<file path="config.mk">
export PLATFORM = sky130hd
export DESIGN_NAME = bpsk_tx_frame_scheduler_flat
export DESIGN_NICKNAME = d
export VERILOG_FILES = /design/src/rtl/bpsk_tx_pkg.sv /design/src/rtl/bpsk_tx_frame_scheduler_if.sv /design/src/rtl/bpsk_symbol_timer.sv /design/src/rtl/bpsk_tx_frame_scheduler.sv /design/src/flat_wrapper.sv
export SDC_FILE = /design/constraint.sdc
export NUM_CORES = 1
export LEC_CHECK = 0
export ABC_AREA = 0
export CORE_ASPECT_RATIO = 1.2
export CORE_UTILIZATION = 50
export DETAILED_ROUTE_END_ITERATION = 10
export PLACE_DENSITY = 0.76
export RECOVER_POWER = 25
export SLEW_MARGIN = 10
export SYNTH_ARGS = -nofsm -noshare
export SYNTH_HDL_FRONTEND = slang
export SYNTH_SLANG_ARGS = --single-unit
export TNS_END_PERCENT = 50
</file>
<file path="constraint.sdc">
create_clock -name clk -period 2.2 [get_ports clk]
set_clock_uncertainty 0.15 [all_clocks]
set_input_delay 0.44 -clock clk [delete_from_list [all_inputs] [get_ports clk]]
set_output_delay 0.44 -clock clk [all_outputs]
set_load 0.01 [all_outputs]
</file>
<file path="src/rtl/bpsk_tx_pkg.sv">
// ---------------------------------------------------------------------------
// bpsk_tx_pkg
// Shared definitions for the BPSK transmit frame scheduler: the frame
// sequencing states and the default frame-format constants.
// No ports (package).
// ---------------------------------------------------------------------------
package bpsk_tx_pkg;

  // Frame sequencing states. The scheduler stores these as plain 2-bit
  // codes so the encoding stays stable for existing register maps.
  typedef enum logic [1:0] {
    IDLE = 2'd0,
    PRE  = 2'd1,
    SYNC = 2'd2,
    PAY  = 2'd3
  } state_e;

  localparam int         DEF_SYM_CYCLES = 20;     // 200 MHz / 20 = 10 Msym/s
  localparam int         DEF_PRE_LEN    = 16;     // preamble symbols, 1,0,1,0...
  localparam logic [7:0] DEF_SYNC_WORD  = 8'hD3;  // sent MSB first after preamble
  localparam int         DEF_LEN_W      = 8;      // payload byte count width

endpackage

</file>
<file path="src/rtl/bpsk_tx_frame_scheduler_if.sv">
// ---------------------------------------------------------------------------
// bpsk_tx_frame_scheduler_if
// Byte-stream handshake between the payload source and the frame scheduler.
//   s_data   [7:0]  payload byte (source -> scheduler)
//   s_valid         s_data valid (source -> scheduler)
//   s_ready         byte taken when s_valid & s_ready (scheduler -> source)
// Modports: master = byte source, slave = frame scheduler.
// ---------------------------------------------------------------------------
interface bpsk_tx_frame_scheduler_if;

  logic [7:0] s_data;
  logic       s_valid;
  logic       s_ready;

  modport master (output s_data, output s_valid, input s_ready);
  modport slave  (input s_data, input s_valid, output s_ready);

endinterface

</file>
<file path="src/rtl/bpsk_symbol_timer.sv">
// ---------------------------------------------------------------------------
// bpsk_symbol_timer
// Symbol-period counter: counts 0..SYM_CYCLES-1 while enabled and wraps.
//   clk, rst_n   clock, asynchronous active-low reset
//   en           count enable (scheduler busy)
//   clr          force the count back to 0 (frame start)
//   wrap         high in the last cycle of a symbol while enabled
//   last         count is at SYM_CYCLES-1 (independent of en)
// ---------------------------------------------------------------------------
module bpsk_symbol_timer #(
  parameter int SYM_CYCLES = 20
) (
  input  logic clk,
  input  logic rst_n,
  input  logic en,
  input  logic clr,
  output logic wrap,
  output logic last
);

  localparam int            CW       = $clog2(SYM_CYCLES);
  localparam logic [CW-1:0] LAST_CNT = CW'(SYM_CYCLES - 1);

  logic [CW-1:0] cnt_reg;

  always_ff @(posedge clk or negedge rst_n) begin
    if (!rst_n) begin
      cnt_reg <= '0;
    end else if (clr) begin
      cnt_reg <= '0;
    end else if (en) begin
      cnt_reg <= last ? '0 : cnt_reg + CW'(1);
    end
  end

  assign last = (cnt_reg == LAST_CNT);
  assign wrap = en & last;

endmodule

</file>
<file path="src/rtl/bpsk_tx_frame_scheduler.sv">
// ---------------------------------------------------------------------------
// bpsk_tx_frame_scheduler
// Serialises preamble, sync word and LEN payload bytes (MSB first) onto
// mod_bit, one bit per SYM_CYCLES-clock symbol, and drives the modulator
// enable / phase clear.
//   clk, rst_n  clock, asynchronous active-low reset
//   start       1-cycle frame request, ignored while busy or len == 0
//   len         payload byte count, sampled on an accepted start
//   s           byte-stream slave (s_data / s_valid / s_ready)
//   mod_en      modulator enable, high for the whole frame
//   mod_bit     current symbol bit, held for SYM_CYCLES clocks
//   mod_clr     carrier phase clear, high in the cycle a start is accepted
//   busy        scheduler not idle
//   done        1-cycle pulse at frame end (normal or starved)
//   underrun    sticky payload-starvation flag, cleared by an accepted start
// ---------------------------------------------------------------------------
module bpsk_tx_frame_scheduler
  import bpsk_tx_pkg::*;
#(
  parameter int         SYM_CYCLES = DEF_SYM_CYCLES,
  parameter int         PRE_LEN    = DEF_PRE_LEN,
  parameter logic [7:0] SYNC_WORD  = DEF_SYNC_WORD,
  parameter int         LEN_W      = DEF_LEN_W
) (
  input  logic                      clk,
  input  logic                      rst_n,
  input  logic                      start,
  input  logic [LEN_W-1:0]          len,
  bpsk_tx_frame_scheduler_if.slave  s,
  output logic                      mod_en,
  output logic                      mod_bit,
  output logic                      mod_clr,
  output logic                      busy,
  output logic                      done,
  output logic                      underrun
);

  localparam logic [1:0] ST_IDLE = IDLE;
  localparam logic [1:0] ST_PRE  = PRE;
  localparam logic [1:0] ST_SYNC = SYNC;
  localparam logic [1:0] ST_PAY  = PAY;

  localparam int            PW       = $clog2(PRE_LEN + 1);
  localparam logic [PW-1:0] PRE_LAST = PW'(PRE_LEN - 1);

  logic [1:0]       state_reg;
  logic [PW-1:0]    pre_idx_reg;
  logic [2:0]       bit_idx_reg;     // bits already sent of the current byte
  logic [7:0]       shreg_reg;       // remaining bits of sync word / byte
  logic [LEN_W-1:0] bytes_left_reg;  // bytes still to send, incl. current one
  logic             mod_en_reg;
  logic             mod_bit_reg;
  logic             done_reg;
  logic             underrun_reg;

  logic start_ok;
  logic sym_wrap;
  logic sym_last;
  logic fetch;

  assign start_ok = start & (state_reg == ST_IDLE) & (len != '0);

  bpsk_symbol_timer #(
    .SYM_CYCLES (SYM_CYCLES)
  ) u_timer (
    .clk   (clk),
    .rst_n (rst_n),
    .en    (state_reg != ST_IDLE),
    .clr   (start_ok),
    .wrap  (sym_wrap),
    .last  (sym_last)
  );

  // The next byte is requested only in the final cycle of the last bit of
  // the sync word or of a payload byte that is not the frame's last byte.
  assign fetch = sym_last & (bit_idx_reg == 3'd7) &
                 ((state_reg == ST_SYNC) |
                  ((state_reg == ST_PAY) & (bytes_left_reg != LEN_W'(1))));

  always_ff @(posedge clk or negedge rst_n) begin
    if (!rst_n) begin
      state_reg      <= ST_IDLE;
      pre_idx_reg    <= '0;
      bit_idx_reg    <= '0;
      shreg_reg      <= '0;
      bytes_left_reg <= '0;
      mod_en_reg     <= 1'b0;
      mod_bit_reg    <= 1'b0;
      done_reg       <= 1'b0;
      underrun_reg   <= 1'b0;
    end else begin
      done_reg <= 1'b0;
      case (state_reg)
        ST_IDLE: begin
          if (start_ok) begin
            state_reg      <= ST_PRE;
            pre_idx_reg    <= '0;
            bytes_left_reg <= len;
            underrun_reg   <= 1'b0;
            mod_en_reg     <= 1'b1;
            mod_bit_reg    <= 1'b1;   // preamble starts with 1
          end
        end
        ST_PRE: begin
          if (sym_wrap) begin
            if (pre_idx_reg == PRE_LAST) begin
              state_reg   <= ST_SYNC;
              bit_idx_reg <= '0;
              mod_bit_reg <= SYNC_WORD[7];
              shreg_reg   <= {SYNC_WORD[6:0], 1'b0};
            end else begin
              // Symbol k carries ~k[0]; for k = idx+1 that equals idx[0].
              pre_idx_reg <= pre_idx_reg + PW'(1);
              mod_bit_reg <= pre_idx_reg[0];
            end
          end
        end
        ST_SYNC, ST_PAY: begin
          if (sym_wrap) begin
            if (bit_idx_reg != 3'd7) begin
              bit_idx_reg <= bit_idx_reg + 3'd1;
              mod_bit_reg <= shreg_reg[7];
              shreg_reg   <= {shreg_reg[6:0], 1'b0};
            end else if (fetch && s.s_valid) begin
              state_reg   <= ST_PAY;
              bit_idx_reg <= '0;
              mod_bit_reg <= s.s_data[7];
              shreg_reg   <= {s.s_data[6:0], 1'b0};
              // The byte taken at the end of sync is byte 1; only later
              // fetches retire a byte from the count.
              if (state_reg == ST_PAY) begin
                bytes_left_reg <= bytes_left_reg - LEN_W'(1);
              end
            end else begin
              // Either the last byte finished or the source starved us;
              // a starved frame ends here without a partial byte.
              state_reg   <= ST_IDLE;
              mod_en_reg  <= 1'b0;
              mod_bit_reg <= 1'b0;
              done_reg    <= 1'b1;
              if (fetch) begin
                underrun_reg <= 1'b1;
              end
            end
          end
        end
        default: state_reg <= ST_IDLE;
      endcase
    end
  end

  assign s.s_ready = fetch;
  assign mod_clr   = start_ok;
  assign mod_en    = mod_en_reg;
  assign mod_bit   = mod_bit_reg;
  assign busy      = (state_reg != ST_IDLE);
  assign done      = done_reg;
  assign underrun  = underrun_reg;

endmodule

</file>
<file path="src/flat_wrapper.sv">
// flat-port wrapper written by rule: the top's interface ports become plain ports
module bpsk_tx_frame_scheduler_flat import bpsk_tx_pkg::*;
#(
  parameter int         SYM_CYCLES = DEF_SYM_CYCLES,
  parameter int         PRE_LEN    = DEF_PRE_LEN,
  parameter logic [7:0] SYNC_WORD  = DEF_SYNC_WORD,
  parameter int         LEN_W      = DEF_LEN_W
)
  (clk, rst_n, start, len, mod_en, mod_bit, mod_clr, busy, done, underrun, s_s_data, s_s_valid, s_s_ready);
  bpsk_tx_frame_scheduler_if s_i ();
  input  logic clk;
  input  logic rst_n;
  input  logic start;
  input  logic [LEN_W-1:0] len;
  output logic mod_en;
  output logic mod_bit;
  output logic mod_clr;
  output logic busy;
  output logic done;
  output logic underrun;
  input wire logic [$bits(s_i.s_data)-1:0] s_s_data;
  input wire logic [$bits(s_i.s_valid)-1:0] s_s_valid;
  output wire logic [$bits(s_i.s_ready)-1:0] s_s_ready;
  assign s_i.s_data = s_s_data;
  assign s_i.s_valid = s_s_valid;
  assign s_s_ready = s_i.s_ready;
  bpsk_tx_frame_scheduler #(.SYM_CYCLES(SYM_CYCLES), .PRE_LEN(PRE_LEN), .SYNC_WORD(SYNC_WORD), .LEN_W(LEN_W)) u_core (.clk(clk), .rst_n(rst_n), .start(start), .len(len), .s(s_i), .mod_en(mod_en), .mod_bit(mod_bit), .mod_clr(mod_clr), .busy(busy), .done(done), .underrun(underrun));
endmodule
</file>
==> results by group <==
Clock network
  • CTS root buffer: clkbuf_8
  • Post-CTS setup buffers: 0
  • H-tree depth: 2
  • Clock latency on the worst-skew pair: 0.29 ns
  • CTS tree: yes
  • Clk buf depth: 2
  • Clock transition at path regs: 0.07 ns
  • Clk sinks: 34
  • Hold-fix buffers, CTS: 0
  • Total CTS buffers: 5

Logic synthesis
  • Number of flops mapped to enable cells by yosys: 0
  • Syn_nets: 241
  • Ys async rst share: 100%
  • Synthesized area per cell: 9.87 sq um
  • Sequential share of the synthesized area: 40.3%
  • Synth cell types: 56
  • Cell Area, Synth: 2110 sq um
  • YS warnings: 0
  • Post-synthesis cell count: 214
  • Prevailing post-synth register cell: dfrtp_1
  • Number of synthesized register bits: 34

Final layout
  • FF/Latch Area: roughly 850 sq um
  • Fill count: 296
  • Layout area overhead: 42.2%
  • Largest register FFs: 8
  • Ant diodes: 0
  • Post-route cell area: 3000 sq um
  • Share of cells above drive strength 1: 33.0%
  • Multi-input logic area: 1260 sq um
  • Number of nets in the layout: ~310

Worst setup path
  • R2r setup slk: roughly 0.029 ns
  • Arrival @ worst endpoint: 2.18 ns
  • Crit path max fanout: 11
  • FF-to-FF Start: u_core.u_timer.cnt_reg[0]
  • R2r worst-path depth: 7
  • Worst EP required: 2.21 ns
  • Critical path type: flop to flop
  • Startpoint types: flop
  • Critical Path Sink Type: flop
  • Reg2reg end: u_core.bytes_left_reg[0]

Pwr
  • Maximum VDD drop: 644 uV
  • Pleak: 1.30 nW
  • Power density over the cells: 840 nW/um^2
  • Post-layout power: 2.52 mW

Min path
  • Worst hold path class: flop to flop
  • Cells on Worst Hold Path: 1
  • Worst Hold End: u_core.shreg_reg[2]
  • HP Start: u_core.shreg_reg[2]

STA
  • Max Fclk: 0.461 GHz
  • Unrepaired setup endpoints after global routing: yes
  • Final setup violation count: 0
  • Fin crit period: 2.17 ns
  • Final Hold Violating Endpoints: 0
  • Crit share post-route: 98.7%
  • Worst-Margin Slew: around 0.86 ns
  • Slew headroom: 42.7%
  • Fin. max-slew vios: 0

Placement
  • Gpl congestion: 0.961
  • Number of port buffers: 26
  • Placed Area: 2790 sq um
  • Dpl hpwl: 4120 um

GRT
  • Largest net degree at the start of global routing: 35
  • Initial antenna violation count: 0
  • Gr usage total: around 29%
  • Global-route wire length before repair: 9310 um
  • Vias in the first global route: ~2000
  • Total grt overflow: 0

Die
  • Starting Density: 52.8%
  • Die height: about 73 um
  • Core Area: about 4000 sq um
  • Die Area: 4490 sq um
  • Die Width: 61.3 um
  • Io pins: 27
  • Cell Rows: 25

Detailed routing
  • Detail Route Antenna Nets: 0
  • Post-Route WL: ~6000 um
  • Routed vias: roughly 2100
  • Vias/cell: 6.07
  • 1st-iter DRT viols: 220
  • Number of detailed-route iterations in the first pass: 4
  • Post-DR wirelength/cell: ~17 um
  • Residual DRC: 0

Run
  • Number of max-cap violations: 0

Outcome
  • Outcome: finished, final reports clean
==> worst max path at each step <==
stage,from,endpoint,slack (ns),cells past startpoint
floorplan,u_core.pre_idx_reg[0],u_core.shreg_reg[2],0.07,7
global placement,start,mod_clr,-0.59,5
detailed placement,start,mod_clr,-0.60,5
CTS,u_core.state_reg[1],busy,0.003,4
global route,u_core.u_timer.cnt_reg[0],u_core.bytes_left_reg[0],-0.07,7
finish,u_core.u_timer.cnt_reg[0],u_core.bytes_left_reg[0],0.03,7
==> layout by cell type (no fill, tap or decap), drive strengths merged, types with 4 or more instances in the layout <==
master / n
mux2i: 7
ha: 7
nor3: 6
a211oi: 9
nand3: 9
nor2: 15
clkdlybuf4s50: 13
o21ai: 11
a22o: 9
nand2: 8
nor4: 10
buf: 55
dlygate4sd2: 7
inv: 10
dfrtp: 34
clkbuf: 6
a2111oi: 4
mux2: 6
==> repair_timing <==
item / CTS / global route
endpoints found under the setup margin: 19 / 20
resized for setup: 21 / 24
endpoints found under the hold margin: 0 / 0
pin swaps: 4 / 1
==> cell usage after synthesis, types with 3 or more instances <==
cell / instances / share of area, %
a22o_1: 9 / 3.7
o32ai_1: 3 / 1.2
a2bb2oi_1: 3 / 1.2
ha_1: 7 / 4.1
a21o_1: 3 / 1.1
and3_1: 3 / 0.89
clkbuf_1: 8 / 1.4
mux2_2: 5 / 2.7
a2111oi_0: 3 / 1.2
a22oi_1: 3 / 1.1
nor2_1: 15 / 2.7
nor4_1: 8 / 2.4
mux2i_1: 7 / 3.3
a21oi_1: 3 / 0.71
inv_1: 10 / 1.8
o21ai_0: 11 / 2.6
dfrtp_1: 34 / 40
a211oi_1: 7 / 2.5
buf_2: 5 / 1.2
nand2_1: 8 / 1.4
nor2b_1: 3 / 0.89
nand3_1: 9 / 2.1
nor3_1: 6 / 1.4
==> critical path: stages, from the launching register on <==
cell and delay (ns):
dfrtp_1 0.35, ha_2 0.19, buf_4 0.13, nor4bb_1 0.24
buf_4 0.25, nand3_1 0.15, a2111oi_1 0.44, a211oi_1 0.12
==> cell type report <==
type | count | share of cell area (%)
multi-input cells | 156 | 41.9
flip-flops and latches | 34 | 28.4
repair buffers | 80 | 22.5
clock buffers | 5 | 2.29
well taps | 54 | 2.25
clock inverters | 3 | 1.50
inverters | 10 | 1.25
==> where the power goes <==
| group | internal, mW | total [mW] | switching (mW) |
|---|---|---|---|
| registers | 0.811 | 0.917 | 0.107 |
| clock network | 0.337 | 0.586 | 0.249 |
| logic | 0.546 | 1.02 | 0.475 |
==> cells by family (layout without fill, tap and decap cells) <==
| kind of cell | count (synthesis) | after routing | share of synthesized area (%) |
|---|---|---|---|
| AOI/OAI and AO/OA | 62 | 62 | 23.7 |
| xor gates and xnor gates | 2 | 2 | 0.830 |
| adders and majority gates | 7 | 7 | 4.15 |
| buffers and inverters | 24 | 98 | 4.56 |
| DFF | 34 | 34 | 40.3 |
| muxes | 13 | 13 | 6.52 |
| and+or+nand+nor | 72 | 72 | 20.0 |
==> stage by stage <==
stage,hold WS (ns),util [%],TNS (ns),instances,setup slack (ns)
floorplan,-0.00559,-,0,214,0.0714
global placement,0.327,69.6,-4.68,334,-0.589
detailed placement,0.332,69.6,-4.83,334,-0.597
CTS,0.348,72.8,0,342,0.00254
global route,0.380,75.0,-0.171,342,-0.0740
finish,0.345,75.0,0,342,0.0288
==> layer usage <==
metal | vias to the layer above | GRT usage (%) | share of wire, %
met5 | - | 0 | 0
met4 | 0 | 10.4 | 2.4
met3 | 17 | 4.61 | 4.0
met2 | 61 | 50.8 | 52
met1 | 1024 | 33.6 | 41
li1 | 974 | - | -
(Power assumes the default switching activity.)
